$ cat src/rtl/shift_sequencer_pkg.sv
// shift_seq_pkg: shared constants for the shift sequencer and the shift stage.
//   MODE_* : encodings of the shift stage ctrl input
//   state_t: sequencer FSM state encoding (3-bit)
package shift_seq_pkg;

  localparam logic [1:0] MODE_SHR = 2'b00;  // shift right, zero fill
  localparam logic [1:0] MODE_SHL = 2'b01;  // shift left, zero fill
  localparam logic [1:0] MODE_ROR = 2'b10;  // rotate right
  localparam logic [1:0] MODE_ROL = 2'b11;  // rotate left

  typedef enum logic [2:0] {
    IDLE  = 3'd0,
    LOAD  = 3'd1,
    SHIFT = 3'd2,
    CAPT  = 3'd3,
    DONE  = 3'd4
  } state_t;

endpackage

$ cat src/rtl/shift_sequencer_if.sv
// shift_sequencer_if: command and result handshake channels of the sequencer.
//   cmd_valid/cmd_ready with cmd_mode, cmd_count, cmd_data   (master -> slave)
//   res_valid/res_ready with res_data                        (slave -> master)
//   master: command producer / result consumer
//   slave : the sequencer
interface shift_sequencer_if #(
  parameter int WIDTH = 8,
  parameter int CNT_W = $clog2(WIDTH)
);
  logic             cmd_valid;
  logic             cmd_ready;
  logic [1:0]       cmd_mode;
  logic [CNT_W-1:0] cmd_count;
  logic [WIDTH-1:0] cmd_data;
  logic             res_valid;
  logic             res_ready;
  logic [WIDTH-1:0] res_data;

  modport master (
    output cmd_valid, cmd_mode, cmd_count, cmd_data, res_ready,
    input  cmd_ready, res_valid, res_data
  );

  modport slave (
    input  cmd_valid, cmd_mode, cmd_count, cmd_data, res_ready,
    output cmd_ready, res_valid, res_data
  );
endinterface

$ cat src/rtl/shift_sequencer.sv
// shift_sequencer: command-driven controller for the universal shift stage.
// Takes {mode, count, data}, loads data into the stage, holds the mode for
// exactly count shift edges, captures the stage output and returns it.
//   clk, rst   : clock, async active-low reset
//   bus        : command/result handshakes (slave side)
//   sh_load    : stage load (high everywhere except SHIFT)
//   sh_ctrl    : stage operation, mode during SHIFT, else 0
//   sh_d       : stage parallel input, command data during LOAD, else 0
//   sh_y       : stage output
//   busy       : high in every state except IDLE
//
// state | meaning
// IDLE  | waiting for a command, stage held in load
// LOAD  | stage takes the command data at the exit edge
// SHIFT | stage shifts one position per edge, count edges total
// CAPT  | stage re-enters load; result captured at the exit edge
// DONE  | result presented until res_ready
module shift_sequencer
  import shift_seq_pkg::*;
#(
  parameter int WIDTH = 8,
  parameter int CNT_W = $clog2(WIDTH)
) (
  input  logic              clk,
  input  logic              rst,
  shift_sequencer_if.slave  bus,
  output logic              sh_load,
  output logic [1:0]        sh_ctrl,
  output logic [WIDTH-1:0]  sh_d,
  input  logic [WIDTH-1:0]  sh_y,
  output logic              busy
);

  localparam logic [CNT_W-1:0] CNT_ONE = CNT_W'(1);

  state_t           state_q, state_d;
  logic [1:0]       mode_q;
  logic [CNT_W-1:0] cnt_q;
  logic [WIDTH-1:0] data_q;
  logic [WIDTH-1:0] res_q;
  logic             cmd_ready_c;
  logic             res_valid_c;

  always_ff @(posedge clk or negedge rst) begin
    if (!rst) begin
      state_q <= IDLE;
    end else begin
      state_q <= state_d;
    end
  end

  // The counter is loaded with count on accept and is already correct when
  // SHIFT is entered; it counts down to 1 and holds there.
  always_ff @(posedge clk or negedge rst) begin
    if (!rst) begin
      mode_q <= MODE_SHR;
      cnt_q  <= '0;
      data_q <= '0;
      res_q  <= '0;
    end else begin
      case (state_q)
        IDLE: begin
          if (bus.cmd_valid) begin
            mode_q <= bus.cmd_mode;
            cnt_q  <= bus.cmd_count;
            data_q <= bus.cmd_data;
          end
        end
        SHIFT: begin
          if (cnt_q > CNT_ONE) begin
            cnt_q <= cnt_q - CNT_ONE;
          end
        end
        CAPT: begin
          res_q <= sh_y;
        end
        default: ;
      endcase
    end
  end

  always_comb begin
    state_d     = state_q;
    sh_load     = 1'b1;
    sh_ctrl     = MODE_SHR;
    sh_d        = '0;
    cmd_ready_c = 1'b0;
    res_valid_c = 1'b0;
    busy        = 1'b1;
    case (state_q)
      IDLE: begin
        cmd_ready_c = 1'b1;
        busy        = 1'b0;
        if (bus.cmd_valid) begin
          state_d = LOAD;
        end
      end
      LOAD: begin
        sh_d    = data_q;
        state_d = (cnt_q != '0) ? SHIFT : CAPT;
      end
      SHIFT: begin
        sh_load = 1'b0;
        sh_ctrl = mode_q;
        if (cnt_q <= CNT_ONE) begin
          state_d = CAPT;
        end
      end
      CAPT: begin
        state_d = DONE;
      end
      DONE: begin
        res_valid_c = 1'b1;
        if (bus.res_ready) begin
          state_d = IDLE;
        end
      end
      default: begin
        state_d = IDLE;
      end
    endcase
  end

  assign bus.cmd_ready = cmd_ready_c;
  assign bus.res_valid = res_valid_c;
  assign bus.res_data  = res_q;

endmodule

$ cat src/flat_wrapper.sv
// flat-port wrapper written by rule: the top's interface ports become plain ports
module shift_sequencer_flat import shift_seq_pkg::*;
#(
  parameter int WIDTH = 8,
  parameter int CNT_W = $clog2(WIDTH)
)
  (clk, rst, sh_load, sh_ctrl, sh_d, sh_y, busy, bus_cmd_valid, bus_cmd_mode, bus_cmd_count, bus_cmd_data, bus_res_ready, bus_cmd_ready, bus_res_valid, bus_res_data);
  shift_sequencer_if #(.WIDTH(WIDTH), .CNT_W(CNT_W)) bus_i ();
  input  logic clk;
  input  logic rst;
  output logic sh_load;
  output logic [1:0] sh_ctrl;
  output logic [WIDTH-1:0] sh_d;
  input  logic [WIDTH-1:0] sh_y;
  output logic busy;
  input wire logic [$bits(bus_i.cmd_valid)-1:0] bus_cmd_valid;
  input wire logic [$bits(bus_i.cmd_mode)-1:0] bus_cmd_mode;
  input wire logic [$bits(bus_i.cmd_count)-1:0] bus_cmd_count;
  input wire logic [$bits(bus_i.cmd_data)-1:0] bus_cmd_data;
  input wire logic [$bits(bus_i.res_ready)-1:0] bus_res_ready;
  output wire logic [$bits(bus_i.cmd_ready)-1:0] bus_cmd_ready;
  output wire logic [$bits(bus_i.res_valid)-1:0] bus_res_valid;
  output wire logic [$bits(bus_i.res_data)-1:0] bus_res_data;
  assign bus_i.cmd_valid = bus_cmd_valid;
  assign bus_i.cmd_mode = bus_cmd_mode;
  assign bus_i.cmd_count = bus_cmd_count;
  assign bus_i.cmd_data = bus_cmd_data;
  assign bus_i.res_ready = bus_res_ready;
  assign bus_cmd_ready = bus_i.cmd_ready;
  assign bus_res_valid = bus_i.res_valid;
  assign bus_res_data = bus_i.res_data;
  shift_sequencer #(.WIDTH(WIDTH), .CNT_W(CNT_W)) u_core (.clk(clk), .rst(rst), .bus(bus_i), .sh_load(sh_load), .sh_ctrl(sh_ctrl), .sh_d(sh_d), .sh_y(sh_y), .busy(busy));
endmodule
$ cat config.mk
export PLATFORM = sky130hd
export DESIGN_NAME = shift_sequencer_flat
export DESIGN_NICKNAME = d
export VERILOG_FILES = /design/src/rtl/shift_sequencer_pkg.sv /design/src/rtl/shift_sequencer_if.sv /design/src/rtl/shift_sequencer.sv /design/src/flat_wrapper.sv
export SDC_FILE = /design/constraint.sdc
export NUM_CORES = 1
export LEC_CHECK = 0
export ABC_AREA = 1
export BUFFER_PORTS_ARGS = -buffer_cell sky130_fd_sc_hd__buf_2
export CORE_ASPECT_RATIO = 0.75
export CORE_UTILIZATION = 47
export CTS_BUF_LIST = sky130_fd_sc_hd__clkbuf_4 sky130_fd_sc_hd__clkbuf_8 sky130_fd_sc_hd__clkbuf_16
export DETAILED_ROUTE_END_ITERATION = 10
export PLACE_DENSITY = 0.77
export SLEW_MARGIN = 25
export SYNTH_ARGS = -nofsm -noshare
export SYNTH_HDL_FRONTEND = slang
export SYNTH_SLANG_ARGS = --single-unit
$ cat constraint.sdc
create_clock -name clk -period 1.7 [get_ports clk]
set_input_delay 0.51 -clock clk [delete_from_list [all_inputs] [get_ports clk]]
set_output_delay 0.51 -clock clk [all_outputs]
set_load 0.02 [all_outputs]
==> out/qor.txt <==
Maximum vdd drop - 1110 uV
TritonRoute pass-1 iters - 4
Logic pwr share - 62.1%
Yosys warnings - 0
Kind of critical path - reg2out
Tightest Hold Check Type - in2async
Number of antenna diodes - 0
Final worst slack - -0.103 ns
Status - finished, violations left
Root buf cell - clkbuf_4
Worst skew pair latency - 0.32 ns
Fill count - 178
Final hold vios - 0
Worst R2R Setup Slack - 0.17 ns
CTS Buffer Depth - 2
CTS tree - built
Failing checks - setup timing
Flop pwr share - 26.8%
Detailed placement HPWL - 1700 um
Drt wl/cell - 11.5 um
Setup Viol. Count Final - 13
Minimum clock period - 1.80 ns
Switching pwr - 1670 uW
Max FO, Critical Path - 9
Core area - 2360 um^2
Sw frac - 44.4%
Maximum clock rate - 555 MHz
Max-cap violations - 0
Critical R2R Launch - u_core.state_q[1]
Mean Syn Cell Area - 8.45 um^2
Global-route usage over all layers - 21.0%
Num CTS Buffers - 3
CP Launch Type - flip-flop
Fin. max-slew vios - 0
Setup Skew - 0.00441 ns
Final #Nets - 232
Worst slew pin tran - 0.516 ns
Final worst path period share - 106%
Placed Cells - 221
Register cell area after layout - 603 um^2
Vias in the first global route - 929
Most common cell after layout, fill and taps aside - buf_2
Vias after detailed routing - 1084
First-pass GRT wire length - 4100 um
Chip height - 46.1 um
DRC violations left - 0
Clk network pwr share - 11.1%
RSZ-0062 raised after global routing - true
Reg2reg end - u_core.mode_q[1]
Detail Route Antenna Nets - 0
Post-Syn Nets - 171
Overall power - 3750 uW
Die X - 60.7 um
Number of synthesized register bits - 24
Layout cell share with drive strength beyond 1 - 44.6%
Antenna violations before repair - 0
Worst Path Required - 1.19 ns
Starting density of the core - 51.4%
Endpoint class of the critical path - output port
Footprint of the multi-input gates - 524 um^2
Routed wire length - 2740 um
P_int - 2080 uW
PortBufs - 46
Initial DRC count - 47
Slew headroom - 65.6%
Clock sinks - 24
Placer Congestion - 0.772
Area Overhead vs Synth - 42.3%
Grt ovf - 0
Sequential fraction of the synthesis area - 49.4%
Rows - 15
Top Ports - 47
Vias per inst - 4.55
Finished Layout Cells - 238
Full die area - 2800 um^2
CP arrival - 1.29 ns
PwrDens - 2170 nW/um^2
Netlist cell types - 19
Most frequent cells in the layout - buf_2 (32), nand2_1 (29), inv_1 (22), dfrtp_1 (22)
H-tree depth - 1
Leakage power - 0.000982 uW
Post-synth design cell area - 1220 um^2
Reg clk slew, reported paths - 0.13 ns
Post-Syn Instances - 144
Largest net degree at the start of global routing - 25
Worst r2r path cells - 6
sequential cells by signal (all words and copies together) (netlist names):
register and flops:
u_core.bus.res_data 8, u_core.cnt_q 3, u_core.data_q 8, u_core.mode_q 2, u_core.state_q 3
metal layers:
layer,GRT usage (%),up-vias,part of all wire (%)
met4,5.91,0,0.88
li1,-,558,-
met2,36.0,27,50
met3,5.90,5,4.2
met1,26.2,494,44
met5,0,-,0
Yosys cell counts (all sizes together):
| cell | instances | area (um^2) |
|---|---|---|
| a21oi | 10 | 87.6 |
| a31oi | 1 | 6.26 |
| buf | 5 | 46.3 |
| dfrtp | 24 | 601 |
| ha | 2 | 25.0 |
| inv | 25 | 93.8 |
| nand2 | 32 | 123 |
| nand3 | 8 | 57.6 |
| nand3b | 3 | 22.5 |
| nor2 | 25 | 109 |
| nor3 | 1 | 5.00 |
| o21ai | 8 | 40.0 |
critical path, cell delays in order, from the launching register on:
cell and delay (ns):
dfrtp_1 0.45, nor2_4 0.16, nand2_4 0.10, nor2_1 0.11, buf_4 0.15
kinds of logic (layout without fill, tap and decap cells):
family,count (synthesis),in the layout,share of synthesized area [%]
buf+inv,30,90,11.5
fa+ha+maj,2,2,2.06
flops,24,24,49.4
compound gates,19,19,11.0
simple gates,69,69,26.0
metrics by stage:
stage	TNS, ns	utilization, %	setup WS (ns)	hold slack, ns	cell area (um^2)
finish	-1.05	73.2	-0.103	0.136	1730
global route	-2.05	73.2	-0.194	0.173	1730
CTS	-1.03	70.9	-0.0975	0.158	1680
detailed placement	0	61.6	0.0989	0.468	1460
global placement	0	61.6	0.134	0.462	1460
floorplan	0	-	0.0776	0.214	1220
power groups by stage:
stage	Clock, uW	Combinational (uW)	Sequential [uW]
floorplan	0	1190	1090
global placement	0	1640	1010
detailed placement	0	1690	1020
CTS	430	2150	1000
global route	447	2540	1030
finish	416	2330	1010
worst max-delay path by stage:
stage               to  cells past startpoint  slack, ns               from
2_1_floorplan  sh_d[0]                      3       0.08  u_core.state_q[2]
3_3_place_gp   sh_d[3]                      4       0.13  u_core.state_q[2]
3_5_place_dp   sh_d[7]                      4        0.1  u_core.state_q[2]
4_1_cts        sh_d[7]                      4       -0.1  u_core.state_q[2]
5_1_grt        sh_d[3]                      4      -0.19  u_core.state_q[1]
6_report       sh_d[6]                      4      -0.10  u_core.state_q[1]
cell type report:
type                            count  area share [%]
Sequential cell                    24            34.9
Multi-Input combinational cell     90            30.3
Timing Repair Buffer               61            23.8
Inverter                           25            5.57
Tap cell                           34            2.46
Clock inverter                      1            1.74
Clock buffer                        3            1.30
what timing repair did:
item	4_1_cts	5_1_grt
hold buffers	0	0
setup endpoints to repair	14	14
buffers inserted	9	4
pin swaps	3	3
gates resized for setup	33	7
Note: power is estimated with default switching activity, not from simulation.
